<file path="src/rtl/dec_6_to_64.sv">
// -----------------------------------------------------------------------------
// dec_6_to_64 -- registered 6-to-64 wordline decoder for the SRAM row path.
//
// The 6-bit row address is split into three 2-bit groups. Each group is
// predecoded to 4 one-hot lines. Each of the 64 wordlines is then a 3-input
// AND of one line from each group. The result is captured in a single output
// register, which gives exactly one clock of latency from sampling addr/en to
// the wordline update.
//
// Parameters:
//   WL_ACTIVE_LOW  1: selected wordline is driven 0 and the rest 1 (default).
//                  0: selected wordline is driven 1 and the rest 0.
//
// Optional feature macro: DEC_ADDR_PARITY_EN
//   When this macro is defined, the block adds:
//   - addr_par: even parity over addr.
//   - par_err: registered flag for a parity mismatch.
//   An enabled cycle with bad parity selects no row and raises par_err.
//
// Ports:
//   clk       in   1   rising-edge clock
//   rst       in   1   synchronous active-high reset, overrides all inputs
//   en        in   1   decode enable
//   addr      in   6   row address, bit 0 is the LSB
//   addr_par  in   1   even parity over addr   (DEC_ADDR_PARITY_EN only)
//   par_err   out  1   registered parity error (DEC_ADDR_PARITY_EN only)
//   wordline  out 64   registered wordlines, bit i selected when addr == i
//   wl_valid  out  1   registered, 1 when a row is currently selected
// -----------------------------------------------------------------------------
module dec_6_to_64 #(
   parameter bit WL_ACTIVE_LOW = 1'b1
) (
   input  logic        clk,
   input  logic        rst,
   input  logic        en,
   input  logic [5:0]  addr,
`ifdef DEC_ADDR_PARITY_EN
   input  logic        addr_par,
   output logic        par_err,
`endif
   output logic [63:0] wordline,
   output logic        wl_valid
);

   // Value of wordline when no row is selected.
   localparam logic [63:0] WL_INACTIVE = {64{WL_ACTIVE_LOW}};

   logic [3:0]  pre_lo;   // one-hot decode of addr[1:0]
   logic [3:0]  pre_mid;  // one-hot decode of addr[3:2]
   logic [3:0]  pre_hi;   // one-hot decode of addr[5:4]
   logic [63:0] hot;      // active-high one-hot decode, before gating
   logic [63:0] hot_gated;
   logic        decode_ok;

   always_comb begin
      pre_lo  = 4'b0000;
      pre_mid = 4'b0000;
      pre_hi  = 4'b0000;
      pre_lo[addr[1:0]]  = 1'b1;
      pre_mid[addr[3:2]] = 1'b1;
      pre_hi[addr[5:4]]  = 1'b1;
   end

   // Wordline index i = 16*addr[5:4] + 4*addr[3:2] + addr[1:0].
   for (genvar i = 0; i < 64; i++) begin : g_and
      assign hot[i] = pre_hi[i / 16] & pre_mid[(i / 4) % 4] & pre_lo[i % 4];
   end

`ifdef DEC_ADDR_PARITY_EN
   logic par_bad;

   // Even parity: the XOR of addr and addr_par must be 0.
   assign par_bad   = ^{addr, addr_par};
   assign decode_ok = en & ~par_bad;
`else
   assign decode_ok = en;
`endif

   // A row is selected only when decoding is allowed.
   // Idle and error cycles select nothing; the previous row is not held.
   assign hot_gated = decode_ok ? hot : 64'd0;

   always_ff @(posedge clk) begin
      if (rst) begin
         wordline <= WL_INACTIVE;
         wl_valid <= 1'b0;
      end else begin
         wordline <= WL_ACTIVE_LOW ? ~hot_gated : hot_gated;
         wl_valid <= decode_ok;
      end
   end

`ifdef DEC_ADDR_PARITY_EN
   always_ff @(posedge clk) begin
      if (rst) begin
         par_err <= 1'b0;
      end else begin
         par_err <= en & par_bad;
      end
   end
`endif

endmodule

</file>
<file path="config.mk">
export PLATFORM = sky130hd
export DESIGN_NAME = dec_6_to_64
export DESIGN_NICKNAME = d
export VERILOG_FILES = /design/src/rtl/dec_6_to_64.sv
export SDC_FILE = /design/constraint.sdc
export NUM_CORES = 1
export LEC_CHECK = 0
export ABC_AREA = 1
export BUFFER_PORTS_ARGS = -buffer_cell sky130_fd_sc_hd__buf_4
export CAP_MARGIN = 20
export CORE_ASPECT_RATIO = 1.5
export CORE_MARGIN = 2
export CORE_UTILIZATION = 45
export DETAILED_ROUTE_END_ITERATION = 10
export GPL_TIMING_DRIVEN = 0
export MAX_ROUTING_LAYER = met4
export PLACE_DENSITY = 0.77
export SYNTH_ARGS = -nofsm -noshare
export SYNTH_HDL_FRONTEND = slang
export SYNTH_SLANG_ARGS = --single-unit
</file>
<file path="constraint.sdc">
create_clock -name clk -period 1.04 [get_ports clk]
set_input_delay 0.104 -clock clk [delete_from_list [all_inputs] [get_ports clk]]
set_output_delay 0.104 -clock clk [all_outputs]
set_load 0.05 [all_outputs]
</file>
==> flow_summary.toml, run 1 <==
[setup_path]
worstPathArrival_ns = 0.87
cp-start-kind = "register"
slowest_delay_ns = 0.34
critPathCaptureType = "output port"
worst_ep_required_time_ns = 0.94
worstPathCellList = "buf_4"
critPathMaxFanout = 1
critical-path-top-delay-family = "flip-flops"
cp_slowest_cell = "dfxtp_1"
worst-path-buf-inv = 1
critPathKind = "reg2out"

[timing]
finalWorstPathRequiredPeriod_ns = 0.973
finalMaxSlewViolations = 0
max_slew_margin_pct = 79.7
finalCritPeriodShare_pct = 93.5
worst_pin_slew_ns = 0.303
clock.fmax_mhz = 1030
tns_ns = 0
setup_viol = 0
hold_viol_final = 0
rsz0062_at_grt = "false"

[synth]
synth_most_common_cell = "nand2_1"
syn-mean-instance-area_um2 = 10.2
synth_largest_area_cell = "dfxtp_1"
synth-edff-count = 0
ys_seq_area_share_pct = 73.2
syn_nets = 183
netlist_area_mm2 = 0.00178
synthTopCellsByCount = "76 x nand2_1, 65 x dfxtp_1, 16 x nor2_1, 7 x inv_1"
async_flop_share_pct = 0
yosysWarnings = 0
ys_types = 8
ys_dominant_reg_cell = "dfxtp_1"
synth_top_area_share_pct = 73.2
syn_inst = 174
synth-seq-cells = 65
ys_top_cells_by_area = "dfxtp_1 73%, nand2_1 16%, nor2_1 3.4%"

[clock_network]
cts_root_buf = "clkbuf_8"
numCtsBuffers = 9
cts_tree = "done"
clk_pin_slew_ns = 0.06
htree_num_levels = 3
cts_setup_buffers = 0
cts_buffer_depth = 2
cts.sinks = 65
cts_resized = 0
hold_buffers = 0

[power]
power.leakage_nw = 1.07
ir_drop_mv = 1.49
p_per_area_mw_per_mm2 = 1820

[placement]
dp_cells = 292
dp_hpwl_um = 2930
gp_congestion = 0.827
portBuffers = 73

[final_layout]
n_fill_cell = 339
antennaDiodeCount = 0
area_growth_pct = 44.3
drive_above_1_share_pct = 37.4
fin_nets = 267
finalNonFillerCells = 307
final_util_pct = 66.6

[floorplanning]
die_x_um = 55.3
io_pins = 74
row_count = 28
fp.dieH_um = 81.0
coreArea_mm2 = 0.00385
initial_utilization_pct = 46.1
dieArea_mm2 = 0.00448

[routing]
totalWireLength_um = 3910
initialDrtViolationCount = 40
drtAntennaViolNets = 0
drc = 0
vias = 1367
viasPerCell = 4.45
first_pass_iters = 4
routedWlPerCell_um = 12.7

[hold_path]
hold_path_class = "in2reg"

[global_routing]
antenna_found_initial = 0
grt_pass1_wl_um = 6280
overflow = 0
grt_pass1_vias = 1376
grt_use_total_pct = 19.2
grt_max_degree = 12

[run_status]
status = "finished, final reports clean"

[flow_run]
drv_cap = 0
worst paths after layout:
check / from / end / slack, ns / cells past startpoint
max: wordline[36]$_SDFF_PP1_ / wordline[36] / 0.07 / 1
min: en / wl_valid$_SDFF_PP0_ / 0.05 / 3
state kept, by name, summed over array words and instances, names as in the netlist:
name      cells
wordline     64
wl_valid      1
power by group:
group / switching, mW / internal, mW / leakage, nW / total [mW]
logic: 0.131 / 0.0585 / 0.447 / 0.189
clock network: 0.902 / 1.08 / 0.0909 / 1.98
registers: 0.00282 / 2.50 / 0.527 / 2.50
final cells by class:
| class | instances | area, µm² | area share [%] |
|---|---|---|---|
| plain buffers | 4 | 45.0 | 1.76 |
| clock buffers | 9 | 124 | 4.83 |
| clock inverters | 6 | 60.1 | 2.34 |
| inverters | 8 | 30.0 | 1.17 |
| multi-input cells | 97 | 402 | 15.7 |
| flip-flops and latches | 65 | 1300 | 50.7 |
| well taps | 45 | 56.3 | 2.19 |
| repair buffers | 73 | 548 | 21.4 |
through the flow:
stage	total power, mW	cell area (µm²)	hold slack (ns)	worst slack (ns)
5_1_grt	4.82	2570	0.0609	0.0345
6_report	4.67	2570	0.0501	0.0671
3_5_place_dp	2.75	2380	0.387	0.0660
3_3_place_gp	2.75	2380	0.381	0.0859
2_1_floorplan	2.68	1780	0.268	0.334
4_1_cts	4.70	2570	0.0428	0.0597
metal layers:
layer / wire length (µm) / track usage, % / up-vias
li1: - / - / 683
met1: 1520 / 19.9 / 617
met2: 2040 / 31.8 / 58
met3: 257 / 6.05 / 9
met4: 85 / 11.7 / 0
met5: 0 / - / -
cells by family (layout without fill, tap and decap cells):
group         after synthesis  after routing  synth area share [%]
flops                      65             65                  73.2
buf+inv                    12            100                  4.22
simple gates               97             97                  22.6
placed cells by master, fill, tap and decap left out:
cell type   netlist  final
nand2_1          76     76
buf_4             0     73
dfxtp_1          65     65
nor2_1           16     16
clkbuf_8          0      9
inv_1             7      7
nor2_4            4      4
buf_6             4      4
clkinv_2          0      3
clkinvlp_4        0      2
inv_2             1      1
nand2_4           1      1
bufinv_16         0      1
No activity file was read; power rests on OpenSTA's default activity.
==> run 2, diff against run 1 <==
Settings changed: CORE_MARGIN 2 to default, GPL_TIMING_DRIVEN 0 to default.
Clock period 1.04 ns to 1.21 ns, I/O delays scaled along.
==> flow_summary.toml, run 2 (synthesis results as in run 1) <==
[clock_network]
cts_root_buf = "clkbuf_8"
clk_pin_slew_ns = 0.07
cts_buffer_depth = 2
cts_setup_buffers = 0
cts_resized = 0
cts.sinks = 65
htree_num_levels = 3
numCtsBuffers = 9
hold_buffers = 0
cts_tree = "done"

[routing]
vias = 1347
first_pass_iters = 4
routedWlPerCell_um = 12.2
drc = 0
viasPerCell = 4.48
totalWireLength_um = 3660
initialDrtViolationCount = 28
drtAntennaViolNets = 0

[setup_path]
critPathCaptureType = "output port"
worstPathCellList = "buf_4"
slowest_delay_ns = 0.34
worst_ep_required_time_ns = 1.09
worstPathArrival_ns = 0.86
worst-path-buf-inv = 1
critical-path-top-delay-family = "flip-flops"
cp_slowest_cell = "dfxtp_1"
critPathKind = "reg2out"
critPathMaxFanout = 1
cp-start-kind = "register"

[final_layout]
area_growth_pct = 41.4
fin_nets = 263
reg_top3 = "wordline (64), wl_valid (1)"
finalNonFillerCells = 301
mostFrequentLayoutCell = "nand2_1"
multi_input_area_um2 = 402
top_register = "wordline"
final_cell_mix = "76 x nand2_1, 73 x buf_4, 65 x dfxtp_1, 16 x nor2_1, 12 x clkbuf_8"
largest_reg_flops = 64
final_util_pct = 67.7
drive_above_1_share_pct = 36.4
register_area_mm2 = 0.00130
antennaDiodeCount = 0
n_fill_cell = 326

[placement]
dp_hpwl_um = 2650
place_ws_ns = 0.222
gp_congestion = 0.746
portBuffers = 73
dp_cells = 286

[global_routing]
grt_use_total_pct = 19.8
grt_pass1_wl_um = 5550
grt_pass1_vias = 1230
antenna_found_initial = 0
grt_max_degree = 17
overflow = 0

[hold_path]
hold_path_class = "in2reg"

[timing]
worst_slack_ns = 0.228
finalCritPeriodShare_pct = 81.2
setup_viol = 0
rsz0062_at_grt = "false"
worst_pin_slew_ns = 0.392
tns_ns = 0
hold_viol_final = 0
clock.fmax_mhz = 1020
max_slew_margin_pct = 73.8
finalWorstPathRequiredPeriod_ns = 0.982
finalMaxSlewViolations = 0
holdWs_ns = 0.0716

[power]
power.leakage_nw = 1.05
ir_drop_mv = 1.05
p_per_area_mw_per_mm2 = 1550

[floorplanning]
row_count = 27
die_x_um = 53.3
io_pins = 74
fp.dieH_um = 79.0
initial_utilization_pct = 47.8
coreArea_mm2 = 0.00372
dieArea_mm2 = 0.00421

[flow_run]
drv_cap = 0

[run_status]
status = "finished, final reports clean"
## run 2: routing by layer
layer	vias up	global-route usage, %	wire length (µm)
met4	0	11.1	83
li1	676	-	-
met1	613	20.2	1350
met2	52	31.6	2040
met3	6	7.47	178
met5	-	-	0
## run 2: stage by stage
stage               instance area [µm²]  power (mW)
detailed placement                 2330        2.35
global route                       2510        4.08
floorplan                          1780        2.30
CTS                                2510        3.96
global placement                   2330        2.35
finish                             2510        3.91
## run 2: final cells by class
cell class                 instances  share of cell area [%]
clock inverter                     3                   0.597
multi-input combinational         97                    16.0
clock buffer                      12                    6.57
inverter                           8                    1.19
tap                               43                    2.14
timing repair buffer              73                    21.8
sequential                        65                    51.7
## run 2: power breakdown
| group | internal [mW] | switching, mW |
|---|---|---|
| clock | 0.888 | 0.716 |
| combinational | 0.0441 | 0.108 |
| sequential | 2.15 | 0.00271 |
| total | 3.08 | 0.826 |
## run 2: path summary, 6_finish.rpt
path,slack [ns],end,from,depth (start not counted)
max,0.23,wordline[60],wordline[60]$_SDFF_PP1_,1
min,0.07,wl_valid$_SDFF_PP0_,en,3
